==> src/rtl/fifo_rr_arbiter.sv <==
// fifo_rr_arbiter
//
// Round-robin arbiter that multiplexes NUM_IN valid/ready requesters onto a
// single valid/ready FIFO input port. One requester owns the port at a time.
// Ownership ends after MAX_BURST beats, or as soon as the owner drops valid.
// The next search then starts just past the released owner, so that owner has
// the lowest priority in the next arbitration.
//
// Ports:
//   clk        rising-edge clock
//   reset      asynchronous active-high reset
//   in_valid   per-requester valid                   [NUM_IN]
//   in_ready   per-requester ready, one-hot or zero  [NUM_IN]
//   in_data    requester i at [i*WIDTH +: WIDTH]     [NUM_IN*WIDTH]
//   out_valid  beat valid towards the FIFO
//   out_ready  FIFO input ready
//   out_data   granted requester's data (0 while idle)
//   out_src    granted requester index (0 while idle)
//   busy       high while a requester holds the grant
module fifo_rr_arbiter #(
    parameter int NUM_IN    = 4,
    parameter int WIDTH     = 4,
    parameter int MAX_BURST = 4
) (
    input  logic                      clk,
    input  logic                      reset,
    input  logic [NUM_IN-1:0]         in_valid,
    output logic [NUM_IN-1:0]         in_ready,
    input  logic [NUM_IN*WIDTH-1:0]   in_data,
    output logic                      out_valid,
    input  logic                      out_ready,
    output logic [WIDTH-1:0]          out_data,
    output logic [$clog2(NUM_IN)-1:0] out_src,
    output logic                      busy
);

    localparam int SW  = $clog2(NUM_IN);
    localparam int SW1 = SW + 1;
    localparam int CW  = $clog2(MAX_BURST + 1);

    localparam logic [0:0] IDLE   = 1'b0;
    localparam logic [0:0] LOCKED = 1'b1;

    localparam logic [SW-1:0]  LAST_IDX  = SW'(NUM_IN - 1);
    localparam logic [SW1-1:0] NUM_IN_W  = SW1'(NUM_IN);
    localparam logic [CW-1:0]  LAST_BEAT = CW'(MAX_BURST - 1);

    logic [0:0]    state;
    logic [SW-1:0] grant;
    logic [SW-1:0] rr_ptr;
    logic [CW-1:0] burst_cnt;

    // Unpack the flat data bus so the grant can index it directly.
    logic [WIDTH-1:0] data_arr [NUM_IN];

    generate
        for (genvar gi = 0; gi < NUM_IN; gi++) begin : g_unpack
            assign data_arr[gi] = in_data[gi*WIDTH +: WIDTH];
        end
    endgenerate

    // Circular scan starting at rr_ptr. The candidate index is reduced
    // modulo NUM_IN, not 2**SW, so non-power-of-2 requester counts never
    // produce an out-of-range index.
    logic           sel_found;
    logic [SW-1:0]  sel;
    logic [SW1-1:0] cand;

    always_comb begin
        sel_found = 1'b0;
        sel       = '0;
        cand      = '0;
        for (int k = 0; k < NUM_IN; k++) begin
            cand = {1'b0, rr_ptr} + SW1'(k);
            if (cand >= NUM_IN_W) begin
                cand = cand - NUM_IN_W;
            end
            if (!sel_found && in_valid[cand[SW-1:0]]) begin
                sel_found = 1'b1;
                sel       = cand[SW-1:0];
            end
        end
    end

    logic [SW-1:0] next_ptr;
    assign next_ptr = (grant == LAST_IDX) ? '0 : grant + 1'b1;

    // Pass-through paths. out_valid depends only on in_valid and the grant,
    // so there is no combinational path from out_ready back to out_valid.
    assign busy      = (state == LOCKED);
    assign out_valid = busy & in_valid[grant];
    assign out_data  = busy ? data_arr[grant] : '0;
    assign out_src   = busy ? grant : '0;

    always_comb begin
        in_ready = '0;
        if (busy) begin
            in_ready[grant] = out_ready;
        end
    end

    always_ff @(posedge clk or posedge reset) begin
        if (reset) begin
            state     <= IDLE;
            grant     <= '0;
            rr_ptr    <= '0;
            burst_cnt <= '0;
        end else if (state == IDLE) begin
            if (sel_found) begin
                grant     <= sel;
                burst_cnt <= '0;
                state     <= LOCKED;
            end
        end else begin
            if (!in_valid[grant]) begin
                // Owner has no more data: give the port up at once.
                state  <= IDLE;
                rr_ptr <= next_ptr;
            end else if (out_ready) begin
                burst_cnt <= burst_cnt + 1'b1;
                // The last beat of a full burst and the release share an edge.
                if (burst_cnt == LAST_BEAT) begin
                    state  <= IDLE;
                    rr_ptr <= next_ptr;
                end
            end
        end
    end

endmodule

==> config.mk <==
export PLATFORM = sky130hd
export DESIGN_NAME = fifo_rr_arbiter
export DESIGN_NICKNAME = d
export VERILOG_FILES = /design/src/rtl/fifo_rr_arbiter.sv
export SDC_FILE = /design/constraint.sdc
export NUM_CORES = 1
export LEC_CHECK = 0
export CORE_ASPECT_RATIO = 1.1
export CORE_MARGIN = 10
export CORE_UTILIZATION = 44
export DETAILED_ROUTE_END_ITERATION = 6
export PLACE_DENSITY = 0.85
export SYNTH_ARGS = -nofsm -noshare
export SYNTH_HDL_FRONTEND = slang
export SYNTH_SLANG_ARGS = --single-unit
==> constraint.sdc <==
create_clock -name clk -period 5.23 [get_ports clk]
set_input_delay 0.7845 -clock clk [delete_from_list [all_inputs] [get_ports clk]]
set_output_delay 0.7845 -clock clk [all_outputs]
set_load 0.01 [all_outputs]
Word-level counts from Yosys, hierarchy flattened
Index checks and enable logic that the tools add are counted.
{"block": "word_totals", "reg_bits": 8, "word_cells": 88, "output_inout_bits": 12}
{"block": "op_classes", "n_eq_ne": 6, "mux": 43, "addsub": 9, "bitwise": 4, "order_cmp": 11, "reduce_logical": 11}
{"op": "$mux W2", "count": 13}
{"op": "$mux W4", "count": 4}
{"op": "$lt A2 B3 Y1 const B", "count": 5}
{"op": "$mux W1", "count": 15}
{"op": "$ge A3 B3 Y1 const B", "count": 4}
{"op": "$mux W3", "count": 4}
{"op": "$bmux W1 S2", "count": 5}
{"op": "$bmux W4 S2", "count": 1}
{"op": "$sub A2 B1 Y2 const B", "count": 4}
{"op": "$add A2 B2 Y3 const B", "count": 2}
{"op": "$reduce_and A3 Y1", "count": 2}
{"op": "$and A4 B4 Y4", "count": 1}
{"op": "$logic_and A1 B1 Y1", "count": 4}
{"op": "$ne A2 B1 Y1 const B", "count": 2}
{"op": "$ne A2 B2 Y1 const B", "count": 2}
{"op": "$add A2 B1 Y3 const B", "count": 1}
{"op": "$add A3 B1 Y3 const B", "count": 1}
{"op": "$eq A3 B2 Y1 const B", "count": 1}
{"op": "$ge A2 B3 Y1 const B", "count": 1}
{"op": "$logic_not A1 Y1", "count": 3}
{"op": "$not A2 Y3", "count": 1}
{"op": "$add A2 B1 Y2 const B", "count": 1}
{"op": "$demux W1 S2", "count": 1}
{"op": "$eq A2 B2 Y1 const B", "count": 1}
{"op": "5 further kinds", "count": 5}

Longest topological paths before layout
Gate-level depths: netlist (run 1).
{"block": "depth", "ltp_word": 16, "ltp_mapped": 5, "depth_no_buf": 5}

Worst setup path before layout (run 1)
Ideal clock, no wire load.
{"block": "synth_path", "kind": "input port to output port", "from": "input port in_valid[3]", "to": "output port out_valid", "arrival_ns": 1.505, "slack_ns": 2.940, "cell_stages": 2, "cell_sequence": "mux4_2 and2_2"}
{"block": "synth_between", "elab_chain_len": 3}
{"item": "start: declaration", "line": "27", "text": "input logic [NUM_IN-1:0] in_valid,"}
{"item": "$bmux W1 S2", "line": "91", "text": "assign out_valid = busy & in_valid[grant];"}
{"item": "$mux W1 (not written as such)", "line": "91"}
{"item": "$and A1 B1 Y1", "line": "91"}
{"item": "end: declaration", "line": "30", "text": "output logic out_valid,"}
Every way passes these cells. The select of a mux whose other input is x is not followed.

Final worst setup path (run 1)
{"block": "layout_path", "from": "input port in_valid[2]", "to": "output port out_valid"}
Same word-level chain as after synthesis.

==> results.cfg, run 1 <==
[sta]
finalSetupViolCount = 0
fmax_ghz = 0.300
worst_slew_margin_rel_pct = 70.7
fin_worst_skew_ns = 0.00468
setup_tns_ns = 0
tightestPinTransition_ns = 0.440
slew_violations = 0
period_minus_slack_ns = 3.33
hold_violations = 0
rsz0062_at_grt = no
final.period_utilization_pct = 63.8

[final_layout]
num-nets-final = 139
drive_above_1_share_pct = 10.2
stdcell_area_um2 = 1120
syn_to_final_growth_pct = 46.3
final_cell_mix = clkdlybuf4s50_1, nand2_1, dfrtp_1
final_common_cell = clkdlybuf4s50_1
antenna_cells = 0

[global_routing]
antenna_found_initial = 0
grt_pass1_vias = 686
overflow = 0
grtUsageTotal_pct = 11.6
grt_first_pass_wirelength_mm = 3.47
grt_start_max_net_pins = 18

[clock_network]
cts_setup_buffers = 0
clockRootBuffer = clkbuf_4
post_cts_resize_count = 0
cts.sinks = 8
clk_pin_slew_ns = 0.05
htreeDepth = 1
hold_buffers = 0
clockBufferDepth = 2
cts_buffers = 3
clock_latency_ns = 0.25
cts_tree = built

[placed_design]
io_buffers = 34
placedInstanceArea_um2 = 1100
hpwlAfterDp_mm = 1.89
gp_congestion = 0.860

[route]
drc_errors = 0
post_drt_wl_per_cell_um = 18.3
vias = 713
ant_nets = 0
dr.first_iter.drc_count = 14
routed_wl_mm = 2.29
first_pass_iters = 4
vias_per_cell = 5.70

[setup_path]
cp-end-kind = output pin
crit_type = in2out
arrival_ns = 2.55
start_kind = input port
critPathRequiredTime_ns = 4.45
worstPathMaxFanout = 6

[floorplan]
die_y_um = 63.7
dieArea_um2 = 3810
pin_count = 35
coreArea_um2 = 1610
num_rows = 15
start_util_pct = 47.4
die_w_um = 59.7

[power_and_ir_drop]
leakagePower_nw = 0.493
power_density_nw_per_um2 = 445
ir_drop_uv = 245

[synthesis]
synth-edff-count = 0
mappedNetlistNets = 104
synth_area_um2 = 764
ys_ff_latch = 8
synth.distinct_cells = 30
async_reset_ff_share_pct = 100
ys.flop_type = dfrtp_1
avgSynthCellArea_um2 = 10.2
seq_area_frac_synth_pct = 26.2
yosysWarnings = 0
synthCells = 75

[worst_hold_path]
min_path_type = reg2reg

[run_status]
status = complete, no violations

[job]
max-cap-violations = 0
-- per-layer routing --
layer / GRT usage, % / vias up / routed length [um]
li1: - / 339 / -
met1: 14.2 / 335 / 991
met2: 18.8 / 37 / 1060
met3: 4.21 / 2 / 221
met4: 2.53 / 0 / 15
met5: 0 / - / 0
-- layout make-up --
| class | instances | area [um^2] |
|---|---|---|
| Tap cell | 17 | 21.3 |
| Clock buffer | 3 | 22.5 |
| Inverter | 4 | 15.0 |
| Multi-Input combinational cell | 59 | 519 |
| Timing Repair Buffer | 34 | 340 |
| Sequential cell | 8 | 200 |
| Fill cell | 122 | 495 |
-- cell usage after synthesis (2+ instances only) --
master / count / share of area [%]
mux2_2: 2 / 2.9
ha_1: 6 / 9.8
a21oi_1: 2 / 1.3
nor2b_1: 2 / 1.6
and2_1: 5 / 4.1
and3_1: 4 / 3.3
mux4_1: 4 / 14
dfrtp_1: 8 / 26
nor2_1: 4 / 2.0
and2_2: 2 / 2.0
mux2i_1: 5 / 6.5
nand2b_1: 2 / 1.6
inv_1: 4 / 2.0
buf_4: 2 / 2.0
nand2_1: 8 / 3.9
-- registers in the layout (all words and copies together), names as in the netlist --
| name | flops |
|---|---|
| busy | 1 |
| rr_ptr | 2 |
| grant | 2 |
| burst_cnt | 3 |
-- final timing paths --
kind                           endpoint         start  depth (start not counted)  slack [ns]
hold / removal             burst_cnt[0]  burst_cnt[0]                          1        0.49
setup reg to reg              rr_ptr[1]      grant[0]                          3        3.34
min in group asynchronous      grant[0]         reset                          2        0.78
hold reg to reg            burst_cnt[0]  burst_cnt[0]                          1        0.49
setup / recovery              out_valid   in_valid[2]                          4        1.90
max in group asynchronous  burst_cnt[2]         reset                          2        4.22
-- critical path, cell delays in order --
cell	delay, ns
clkdlybuf4s50_1	0.51
mux4_2	0.56
and2_2	0.21
clkdlybuf4s50_1	0.48
-- through the flow --
step           utilization [%]  power (mW)  hold WS [ns]  cells  setup WS, ns
2_1_floorplan                -       0.333         0.452     75          2.94
3_3_place_gp              67.9       0.437         0.472    122          1.93
3_5_place_dp              67.9       0.453         0.485    122          1.89
4_1_cts                   69.3       0.501         0.501    125          1.90
5_1_grt                   69.3       0.539         0.555    125          1.84
6_report                  69.3       0.498         0.494    125          1.90
-- kinds of logic after synthesis --
logic type,share of synthesized area [%]
AOI/OAI and AO/OA,9.00
buffers and inverters,5.89
adders and majority gates,9.82
and+or+nand+nor,22.9
DFF,26.2
muxes,26.2
-- where the power goes --
| part | internal, mW | switching [mW] |
|---|---|---|
| sequential | 0.0882 | 0.0593 |
| combinational | 0.190 | 0.114 |
| clock | 0.0262 | 0.0203 |
No activity file was read; power rests on OpenSTA's default activity.
==> inputs of run 2 (changes only) <==
--- a/config.mk
+++ b/config.mk
@@ -7,9 +7,9 @@
 export LEC_CHECK = 0
 export CORE_ASPECT_RATIO = 1.1
 export CORE_MARGIN = 10
-export CORE_UTILIZATION = 44
+export CORE_UTILIZATION = 40
 export DETAILED_ROUTE_END_ITERATION = 6
-export PLACE_DENSITY = 0.85
+export PLACE_DENSITY = 0.79
 export SYNTH_ARGS = -nofsm -noshare
 export SYNTH_HDL_FRONTEND = slang
 export SYNTH_SLANG_ARGS = --single-unit
==> constraint.sdc (replaced) <==
create_clock -name clk -period 3.3 [get_ports clk]
set_input_delay 0.495 -clock clk [delete_from_list [all_inputs] [get_ports clk]]
set_output_delay 0.495 -clock clk [all_outputs]
set_load 0.01 [all_outputs]
==> results.cfg, run 2 (synthesized netlist as in run 1, its figures left out) <==
[global_routing]
overflow = 0
antenna_found_initial = 0
grt_start_max_net_pins = 18
grt_pass1_vias = 745
grt_first_pass_wirelength_mm = 3.42
grtUsageTotal_pct = 10.5

[route]
ant_nets = 0
post_drt_wl_per_cell_um = 16.5
vias = 683
drc_errors = 0
routed_wl_mm = 2.08
vias_per_cell = 5.42
dr.first_iter.drc_count = 8
first_pass_iters = 4

[sta]
worst_slew_margin_rel_pct = 70.7
tightestPinTransition_ns = 0.439
hold_violations = 0
fin_worst_skew_ns = 0.00125
period_minus_slack_ns = 2.74
slew_violations = 0
holdWs_ns = 0.493
setup_tns_ns = 0
final.period_utilization_pct = 83.1
fmax_ghz = 0.365
rsz0062_at_grt = no
finalSetupViolCount = 0

[floorplan]
num_rows = 16
start_util_pct = 42.4
dieArea_um2 = 4060
coreArea_um2 = 1800
die_w_um = 61.7
die_y_um = 65.9
pin_count = 35

[clock_network]
clockBufferDepth = 2
hold_buffers = 0
clockRootBuffer = clkbuf_4
post_cts_resize_count = 0
clk_pin_slew_ns = 0.05
cts.sinks = 8
cts_tree = built
cts_setup_buffers = 0
cts_buffers = 3
clock_latency_ns = 0.24
htreeDepth = 1

[final_layout]
top_register = burst_cnt
nFillCells = 149
drive_above_1_share_pct = 10.2
final_common_cell = clkdlybuf4s50_1
num-nets-final = 139
syn_to_final_growth_pct = 46.5
antenna_cells = 0
largest_reg_flops = 3
largest_registers = burst_cnt: 3 flops, grant: 2 flops, rr_ptr: 2 flops
final_cell_mix = clkdlybuf4s50_1, nand2_1, dfrtp_1

[setup_path]
cp.depth = 4
slowest_stage = mux4_2
ff2ff_path_depth = 3
cp-end-kind = output pin
max_stage_delay_ns = 0.54
arrival_ns = 2.25
r2r-end = rr_ptr[1]
critPathRequiredTime_ns = 2.80
cp_num_buf_inv = 2
start_kind = input port
timing.rr.start = grant[0]
crit_top_cell = clkdlybuf4s50_1
rrSetupSlack_ns = 1.42
worstPathCellList = clkdlybuf4s50_1 > mux4_2 > and2_2 > clkdlybuf4s50_1
worstPathMaxFanout = 7
crit_type = in2out
path_delay_family = buffers and inverters

[placed_design]
gp_congestion = 0.892
io_buffers = 34
hpwlAfterDp_mm = 1.72

[worst_hold_path]
min_to = burst_cnt[0]
hold_depth = 1
min_path_type = reg2reg
worstHoldStart = burst_cnt[0]

[job]
max-cap-violations = 0

[power_and_ir_drop]
ir_drop_uv = 499
leakagePower_nw = 0.493
power_density_nw_per_um2 = 698

[run_status]
status = complete, no violations
-- run 2: layout make-up --
cell class / instances / area [um^2] / area share [%]
tap: 18 / 22.5 / 2.01
sequential: 8 / 200 / 17.9
inverter: 4 / 15.0 / 1.34
multi-input combinational: 59 / 519 / 46.4
clock buffer: 3 / 22.5 / 2.01
timing repair buffer: 34 / 340 / 30.4
-- run 2: worst max path at each step --
stage | start | to
final | in_valid[0] | out_valid
after global routing | in_valid[0] | out_valid
after CTS | in_valid[0] | out_valid
after detailed placement | in_valid[0] | out_valid
after global placement | in_valid[0] | out_valid
after floorplan | grant[0] | out_valid
-- run 2: report_power, final --
group / switching [mW] / leakage [nW] / internal [mW]
clock network: 0.0292 / 0.0138 / 0.0414
registers: 0.0941 / 0.100 / 0.140
logic: 0.177 / 0.379 / 0.300
-- run 2: per-stage QoR --
step	instance area, um^2	utilization, %	cells	total power [mW]	setup slack, ns
CTS	1120	62.2	126	0.790	0.564
global placement	1100	60.9	123	0.702	0.578
floorplan	764	-	75	0.527	1.54
global route	1120	62.2	126	0.853	0.498
finish	1120	62.2	126	0.782	0.557
detailed placement	1100	60.9	123	0.718	0.555
-- run 2: metal layers --
| metal | vias to the layer above | GRT usage, % | wire [um] |
|---|---|---|---|
| met5 | - | 0 | 0 |
| met4 | 0 | 4.75 | 0 |
| met3 | 0 | 2.31 | 146 |
| met2 | 25 | 19.1 | 1060 |
| met1 | 322 | 11.0 | 869 |
| li1 | 336 | - | - |
==> inputs of run 3 (changes only) <==
--- a/config.mk
+++ b/config.mk
@@ -7,9 +7,9 @@
 export LEC_CHECK = 0
 export CORE_ASPECT_RATIO = 1.1
 export CORE_MARGIN = 10
-export CORE_UTILIZATION = 40
+export CORE_UTILIZATION = 37
 export DETAILED_ROUTE_END_ITERATION = 6
-export PLACE_DENSITY = 0.79
+export PLACE_DENSITY = 0.77
 export SYNTH_ARGS = -nofsm -noshare
 export SYNTH_HDL_FRONTEND = slang
 export SYNTH_SLANG_ARGS = --single-unit
==> constraint.sdc (replaced) <==
create_clock -name clk -period 2.4 [get_ports clk]
set_input_delay 0.36 -clock clk [delete_from_list [all_inputs] [get_ports clk]]
set_output_delay 0.36 -clock clk [all_outputs]
set_load 0.01 [all_outputs]
==> results.cfg, run 3 (synthesized netlist as in run 1, its figures left out) <==
[run_status]
status = complete, no violations

[setup_path]
crit_type = in2out
r2r-end = rr_ptr[1]
rrSetupSlack_ns = 0.62
critPathRequiredTime_ns = 2.04
ff2ff_path_depth = 4
start_kind = input port
timing.rr.start = grant[0]
worstPathMaxFanout = 2
cp-end-kind = output pin
arrival_ns = 1.96

[final_layout]
final_cell_mix = clkdlybuf4s50_1, nand2_1, dfrtp_1
syn_to_final_growth_pct = 54.2
final_util_pct = 59.6
antenna_cells = 0
drive_above_1_share_pct = 15.8
num-nets-final = 145
largest_registers = burst_cnt: 3 flops, grant: 2 flops, rr_ptr: 2 flops
final_common_cell = clkdlybuf4s50_1
top_register = burst_cnt
largest_reg_flops = 3

[global_routing]
grt_start_max_net_pins = 18
met3_usage_pct = 3.47
grt.busiest_layer = met2
antenna_found_initial = 0
grt_first_pass_wirelength_mm = 3.69
met1_usage_pct = 11.3
overflow = 0
use_met2_pct = 20.6
grtUsageTotal_pct = 10.6
grt_pass1_vias = 774

[sta]
slew_violations = 0
period_minus_slack_ns = 2.32
final.period_utilization_pct = 96.7
finalSetupViolCount = 0
fmax_ghz = 0.431
rsz0062_at_grt = no
setup_tns_ns = 0
fin_worst_skew_ns = 0.000993
tightestPinTransition_ns = 0.407
worst_slew_margin_rel_pct = 72.9
hold_violations = 0

[clock_network]
clockRootBuffer = clkbuf_4
cts_setup_buffers = 0
cts_tree = built
clockBufferDepth = 2
hold_buffers = 0
clock_latency_ns = 0.25
htreeDepth = 1
cts.sinks = 8
cts_buffers = 3
clk_pin_slew_ns = 0.05
post_cts_resize_count = 0

[route]
ant_nets = 0
drc_errors = 0
vias = 728
dr.first_iter.drc_count = 22
post_drt_wl_per_cell_um = 15.0
vias_per_cell = 5.13
routed_wl_mm = 2.14
first_pass_iters = 7

[floorplan]
pin_count = 35
dieArea_um2 = 4290
die_y_um = 67.7
start_util_pct = 38.6
num_rows = 17
die_w_um = 63.3
coreArea_um2 = 1980

[power_and_ir_drop]
ir_drop_uv = 748
power_density_nw_per_um2 = 933
leakagePower_nw = 0.520

[job]
max-cap-violations = 0

[placed_design]
gp_congestion = 0.717
hpwlAfterDp_mm = 1.86
io_buffers = 34

[worst_hold_path]
min_path_type = in2async
[run 3: cell count changes in the layout (fill, tap and decap cells not counted), sizes merged]
| cell | change |
|---|---|
| buf | +6 |
[run 3: layout make-up]
cell class                 count  area [um^2]
clock buffer                   3         22.5
timing repair buffer          40          385
fill                         173          800
multi-input combinational     59          519
inverter                       4         15.0
tap                           28         35.0
sequential                     8          201
[run 3: report_power, final]
| part | switching, mW | leakage [nW] | total, mW | internal (mW) |
|---|---|---|---|---|
| clock network | 0.0402 | 0.0138 | 0.0970 | 0.0568 |
| registers | 0.118 | 0.0989 | 0.312 | 0.195 |
| logic | 0.254 | 0.408 | 0.691 | 0.437 |
[run 3: worst max path at each step]
stage / from / slack (ns) / cells past startpoint / endpoint
floorplan: grant[0] / 0.75 / 4 / rr_ptr[0]
global placement: in_valid[3] / 0.08 / 4 / out_valid
detailed placement: in_valid[3] / 0.07 / 4 / out_valid
finish: in_valid[3] / 0.08 / 4 / out_valid
global route: grant[0] / 0.01 / 3 / out_data[2]
CTS: grant[0] / 0.001 / 3 / out_valid
[run 3: critical path, cell delays in order]
cell             delay (ns)
clkdlybuf4s50_1        0.43
mux4_2                 0.49
and2_2                 0.20
clkdlybuf4s50_1        0.47
[run 3: through the flow]
| step | hold WS, ns | area, um^2 | total power, mW | setup slack [ns] | cells |
|---|---|---|---|---|---|
| 5_1_grt | 0.403 | 1180 | 1.21 | 0.0132 | 142 |
| 3_3_place_gp | 0.469 | 1150 | 0.985 | 0.0793 | 139 |
| 4_1_cts | 0.374 | 1180 | 1.11 | 0.00116 | 142 |
| 6_report | 0.369 | 1180 | 1.10 | 0.0794 | 142 |
| 3_5_place_dp | 0.474 | 1150 | 1.01 | 0.0658 | 139 |
| 2_1_floorplan | 0.176 | 764 | 0.725 | 0.746 | 75 |
[run 3: layer usage]
metal | wire length, um | share of wire, %
met1 | 916 | 43
met2 | 1040 | 49
met3 | 158 | 7.4
met4 | 20 | 0.94
met5 | 0 | 0
